### src/rtl/quad_gen.sv
// Quadrature signal generator: accumulates up/down step requests as a signed
// backlog and emits rate-limited Gray-coded A/B edges until it drains.
module quad_gen #(
  parameter int STEP_DIV = 4,
  parameter int PEND_W   = 8
) (
  input  logic                     clk,
  input  logic                     rst,
  input  logic                     step_up,
  input  logic                     step_down,
  output logic                     quadA,
  output logic                     quadB,
  output logic signed [PEND_W-1:0] pending,
  output logic                     busy,
  output logic                     ovf
);

  localparam int TMR_W = (STEP_DIV > 1) ? $clog2(STEP_DIV) : 1;
  localparam logic [TMR_W-1:0] TMR_RELOAD = TMR_W'(STEP_DIV - 1);

  // Symmetric clamp limits; the most-negative code is never produced.
  localparam logic signed [PEND_W:0] P_MAX = {2'b00, {(PEND_W-1){1'b1}}};
  localparam logic signed [PEND_W:0] P_MIN = -P_MAX;
  localparam logic signed [PEND_W:0] ONE   = (PEND_W+1)'(1);

  logic [1:0]              ab_q, ab_d;
  logic [TMR_W-1:0]        timer_q, timer_d;
  logic signed [PEND_W-1:0] pending_q, pending_d;
  logic                    ovf_q, ovf_d;

  logic                    fire;
  logic                    dir_rev;
  logic signed [PEND_W:0]  sum;

  // Forward order of (A,B): 00 -> 01 -> 11 -> 10 -> 00.
  function automatic logic [1:0] phase_fwd(input logic [1:0] ab);
    case (ab)
      2'b00:   phase_fwd = 2'b01;
      2'b01:   phase_fwd = 2'b11;
      2'b11:   phase_fwd = 2'b10;
      default: phase_fwd = 2'b00;
    endcase
  endfunction

  function automatic logic [1:0] phase_rev(input logic [1:0] ab);
    case (ab)
      2'b00:   phase_rev = 2'b10;
      2'b10:   phase_rev = 2'b11;
      2'b11:   phase_rev = 2'b01;
      default: phase_rev = 2'b00;
    endcase
  endfunction

  always_comb begin
    // NOTE: every variable gets a default before any branch so no latch is inferred.
    ab_d    = ab_q;
    timer_d = timer_q;
    fire    = (timer_q == '0) && (pending_q != '0);
    dir_rev = pending_q[PEND_W-1];

    if (fire) begin
      ab_d    = dir_rev ? phase_rev(ab_q) : phase_fwd(ab_q);
      timer_d = TMR_RELOAD;
    end else if (timer_q != '0) begin
      timer_d = timer_q - 1'b1;
    end

    sum = {pending_q[PEND_W-1], pending_q};
    if (step_up)   sum = sum + ONE;
    if (step_down) sum = sum - ONE;
    if (fire)      sum = dir_rev ? sum + ONE : sum - ONE;

    pending_d = sum[PEND_W-1:0];
    ovf_d     = 1'b0;
    if (sum > P_MAX) begin
      pending_d = P_MAX[PEND_W-1:0];
      ovf_d     = 1'b1;
    end else if (sum < P_MIN) begin
      pending_d = P_MIN[PEND_W-1:0];
      ovf_d     = 1'b1;
    end
  end

  always_ff @(posedge clk) begin
    // NOTE: non-blocking assignments so every flop samples pre-edge values.
    if (rst) begin
      ab_q      <= 2'b00;
      timer_q   <= '0;
      pending_q <= '0;
      ovf_q     <= 1'b0;
    end else begin
      ab_q      <= ab_d;
      timer_q   <= timer_d;
      pending_q <= pending_d;
      ovf_q     <= ovf_d;
    end
  end

  assign quadA   = ab_q[1];
  assign quadB   = ab_q[0];
  assign pending = pending_q;
  assign ovf     = ovf_q;
  assign busy    = (pending_q != '0) || (timer_q != '0);

endmodule

### config.mk
export PLATFORM = sky130hd
export DESIGN_NAME = quad_gen
export DESIGN_NICKNAME = d
export VERILOG_FILES = /design/src/rtl/quad_gen.sv
export SDC_FILE = /design/constraint.sdc
export NUM_CORES = 1
export LEC_CHECK = 0
export CAP_MARGIN = 25
export CORE_MARGIN = 2
export CORE_UTILIZATION = 40
export CTS_BUF_LIST = sky130_fd_sc_hd__clkbuf_8
export DETAILED_ROUTE_END_ITERATION = 8
export HOLD_SLACK_MARGIN = 0.15
export PLACE_DENSITY = 0.6
export SLEW_MARGIN = 0
export SYNTH_ARGS = -nofsm -noshare
export SYNTH_HDL_FRONTEND = slang
export SYNTH_SLANG_ARGS = --single-unit
### constraint.sdc
create_clock -name clk -period 7.8 [get_ports clk]
set_input_delay 1.56 -clock clk [delete_from_list [all_inputs] [get_ports clk]]
set_output_delay 1.56 -clock clk [all_outputs]
set_load 0.005 [all_outputs]
== Yosys cells after proc, flatten, opt, wreduce, memory -nomap -nowiden ==
Cells that the tools add are included.

* Output and inout bits: 12
* Logic and storage cells: 36
* Input bits: 4
* Register bits: 13

* $lt $le $gt $ge: 2
* Reductions and logical operators: 8
* Muxes and demuxes: 13
* Add/sub/neg operators: 5
* Eq/ne operators: 3

{| class="wikitable"
|+ Operator list
! kind !! count
|-
| $mux W9 || 4
|-
| $sub A9 B2 Y9 const B || 2
|-
| $pmux W2 S3 || 2
|-
| $add A8 B2 Y9 const B || 1
|-
| $add A9 B2 Y9 const B || 1
|-
| $gt A9 B8 Y1 const B || 1
|-
| $lt A9 B8 Y1 const B || 1
|-
| $mux W8 || 1
|-
| $reduce_bool A8 Y1 || 1
|-
| $mux W7 || 1
|-
| $mux W2 || 3
|-
| $eq A2 B2 Y1 const B || 2
|-
| $logic_not A2 Y1 || 2
|-
| $reduce_bool A2 Y1 || 2
|-
| $eq A2 B1 Y1 const B || 1
|-
| $mux W1 || 2
|-
| $reduce_or A2 Y1 || 1
|-
| $sub A2 B1 Y2 const B || 1
|-
| $logic_and A1 B1 Y1 || 1
|-
| $logic_or A1 B1 Y1 || 1
|}

== Depth between registers and ports, before layout ==
* Depth after elaboration: 10
* Gate-level depth with buffers: 19
* Depth with buffers taken out: 18

== Worst setup path before layout ==
Ideal clock, no wire load.

* Kind: input to register
* Start point: input step_up
* End point: register pending_q[0], in the netlist pending[0]
* Path slack: 3.256 ns
* Data arrival time: 4.415 ns
* Path buffers: 1
* Stages on the path: 16
* Cells stage by stage: buf_2 mux2i_1 ha_1 and4_1 o2bb2ai_1 o21ai_0 xor2_1 inv_1 ha_1 o2111ai_1 nand3_1 a211oi_2 o32ai_2 a221o_1 a211oi_1 a211oi_1

* Word-level cells in the longest chain between the ends: 9
* Elaborated cells on any way between the ends: 11
* Those cells by class: 3 x add/sub; 2 x order compare; 6 x mux

{| class="wikitable"
|+ Ends and longest elaborated chain
! element !! line !! source
|-
| start: declaration || 9 || <nowiki>input logic step_up,</nowiki>
|-
| $mux W9 (*) || 69 || <nowiki>if (step_up) sum = sum + ONE;</nowiki>
|-
| $sub A9 B2 Y9 || 70 || <nowiki>if (step_down) sum = sum - ONE;</nowiki>
|-
| $mux W9 (*) || 70 ||
|-
| $sub A9 B2 Y9 or $add A9 B2 Y9 (tied branches) || 71 || <nowiki>if (fire) sum = dir_rev ? sum + ONE : sum - ONE;</nowiki>
|-
| $mux W9 || 71 ||
|-
| $mux W9 (*) || 71 ||
|-
| $lt A9 B8 Y1 || 78 || <nowiki>end else if (sum < P_MIN) begin</nowiki>
|-
| $mux W8 || 78 ||
|-
| $mux W7 (*) || 75 || <nowiki>if (sum > P_MAX) begin</nowiki>
|-
| end signal: assignment || 94 || <nowiki>pending_q <= pending_d;</nowiki>
|-
| end: declaration || 28 || <nowiki>logic signed [PEND_W-1:0] pending_q, pending_d;</nowiki>
|}

Mark *: on every way between the ends. The rest lies on a longest branch, timed or not.
A chain may end at the register's enable or synchronous reset.

== Final worst setup path ==
Same ends and word-level chain as after synthesis.

==> flow_summary_export.csv <==
group,metric,value,unit
cts,cts_post_setup_buffers_inserted,0,
grt,grt_max_degree,16,
synth,synth_cells,183,
synth,syn_area,1570,um2
floorplanning,start_util,42.3,%
sta,finClkSkew,4.78,ps
synth,synth_top_area_cell,"dfxtp_1",
synth,synth-edff-count,0,
critical_path,end_kind,"flop",
cts,cts_tree,"built",
place,place_ws,2260,ps
grt,antenna_found_initial,0,
place,io_buffers,15,
detailed_routing,post-route-drc-count,0,
cts,numCtsBuffers,3,
detailed_routing,routed_wl,3590,um
synth,ys_seq_area_share,16.5,%
floorplanning,core,3720,um2
place,hpwl,2790,um
critical_path,path_max_fanout,11,
cts,cts_buffer_depth,2,
critical_path,cp_data_required_time,7900,ps
critical_path,crit_chain,"clkdlybuf4s50_1, mux2i_1, ha_1, and4_1, o2bb2ai_1, o21ai_0, xor2_1, inv_1, ha_1, o2111ai_1, nand3_1, a211oi_2, o32ai_2, a221o_1, a211oi_1, a211oi_1",
synth,ys_ff_latch,13,
critical_path,crit_slowest_cell,"clkdlybuf4s50_1",
cts,clock_latency,240,ps
sta,period_minus_slack,5320,ps
detailed_routing,ant_nets,0,
critical_path,worstPathArrival,5420,ps
cells_and_area,nNetsFinal,208,
grt,grt_usage,18.0,%
detailed_routing,drt_iter0_markers,163,
critical_path,critPathKind,"in -> reg",
job,cap_violations,0,
cts,cts_sinks,13,
sta,setup_viol,0,
cells_and_area,regArea,260,um2
cts,cts_hold_buf,0,
synth,ys_async_sr_fraction,0,%
floorplanning,pin_count,16,
cts,clkTransAtPathRegs,50,ps
synth,ys_types,60,
synth,synth_nets,199,
place,place_congestion,0.885,
run_status,status,"complete, no violations",
critical_path,path_buf_inv,2,
synth,ys_dominant_reg_cell,"dfxtp_1",
sta,tightest_slew,666,ps
cells_and_area,fillCellCount,350,
synth,postSynthAreaPerCell,8.59,um2
detailed_routing,vias,1357,
sta,timing.setup.tns,0,ps
detailed_routing,drt-vias-per-instance,5.68,
cells_and_area,fin_cells,239,
synth,yosysTopAreaCellShare,16.5,%
grt,grt_pass1_vias,1280,
cells_and_area,drive_gt1_share,10.5,%
detailed_routing,avgRoutedWirePerCell,15.0,um
cts,h-tree-depth,1,
sta,fin_ws,2480,ps
grt,grt_pass1_wl,6210,um
critical_path,worstSetupStartpointType,"input pin",
floorplanning,rows,22,
sta,slew_viol_final,0,
floorplanning,die_x,66.7,um
cts,cts_resized,0,
place,placed_cells,235,
cells_and_area,final_cell_mix,"15 x nand2_1, 15 x clkdlybuf4s50_1, 13 x dfxtp_1, 12 x inv_1, 11 x ha_1",
synth,synth.top_cells.by_area,"dfxtp_1 17%, ha_1 8.8%, xnor2_1 5.6%",
critical_path,crit_family,"compound AO/OA/AOI/OAI gates",
synth,yosysWarningCount,0,
detailed_routing,dr.pass1.iters,4,
sta,post-route-period-util,68.2,%
cells_and_area,syn2layout_area_growth,11.0,%
cells_and_area,multi_input_area,1190,um2
critical_path,critPathMaxStageDelay,700,ps
worst_hold_path,holdCritPathClass,"reg -> reg",
cts,root_buffer,"clkbuf_8",
floorplanning,die-area,4450,um2
floorplanning,die-height,66.7,um
critical_path,regToRegSetupSlack,3640,ps
sta,rsz0062_at_grt,"false",
grt,globalRouteOverflowTotal,0,
sta,slew-limit-headroom,55.5,%
cells_and_area,antenna_cells,0,
sta,finalHoldViolations,0,
sta,fmax,0.188,GHz
-- cells by family after synthesis --
| kind of cell | Yosys count | synth area share (%) |
|---|---|---|
| and+or+nand+nor | 61 | 22.3 |
| AOI/OAI and AO/OA | 47 | 25.0 |
| buffers and inverters | 22 | 7.88 |
| xor gates and xnor gates | 19 | 11.5 |
| DFF | 13 | 16.5 |
| adders and majority gates | 12 | 10.0 |
| muxes | 9 | 6.84 |
-- registers in the layout, indices dropped and copies added, names as in the netlist --
| signal | count |
|---|---|
| pending | 8 |
| ab_q | 2 |
| timer_q | 2 |
| ovf | 1 |
-- final cells by class --
| class | count | share of cell area [%] |
|---|---|---|
| multi-input cells | 148 | 68.1 |
| clock buffers | 3 | 2.37 |
| repair buffers | 15 | 8.60 |
| inverters | 11 | 2.37 |
| well taps | 48 | 3.44 |
| flip-flops and latches | 13 | 14.9 |
| clock inverters | 1 | 0.215 |
-- worst min-delay path: stages, from the launching register on --
cell and delay (ps):
dfxtp_1 320, nand2_1 60, a21oi_1 50
-- Yosys cell counts (4+ instances only) --
cell      instances
xnor2_1          10
dfxtp_1          13
nand3_1           4
inv_1            11
nor3_1            5
nand2b_1          5
a211oi_1          5
xor2_1            8
mux2i_1           6
o21ai_1           6
ha_1             11
nand2_1          15
nor2_1            8
buf_2             5
a21oi_1           8
-- routing by layer --
metal	vias to the layer above	global-route usage [%]	part of all wire, %
li1	690	-	-
met1	627	26.4	48
met2	40	28.2	47
met3	0	3.21	4.7
met4	0	1.53	0
met5	-	0	0
-- per-stage QoR --
| step | hold WS [ps] | utilization (%) | instance area [um2] |
|---|---|---|---|
| 2_1_floorplan | 472 | - | 1570 |
| 3_3_place_gp | 473 | 45.8 | 1700 |
| 3_5_place_dp | 478 | 45.8 | 1700 |
| 4_1_cts | 491 | 47.0 | 1750 |
| 5_1_grt | 521 | 47.0 | 1750 |
| 6_report | 487 | 47.0 | 1750 |
-- final timing paths --
kind | from | to | depth (start not counted)
min | ab_q[0]$_SDFFE_PP0P_ | ab_q[0]$_SDFFE_PP0P_ | 2
min reg2reg | ab_q[0]$_SDFFE_PP0P_ | ab_q[0]$_SDFFE_PP0P_ | 2
max | step_up | pending[0]$_SDFF_PP0_ | 16
max reg2reg | pending[0]$_SDFF_PP0_ | pending[0]$_SDFF_PP0_ | 17
Power is not shown: default switching activity piles up to over one toggle a cycle in this logic, so the estimate is an artifact.
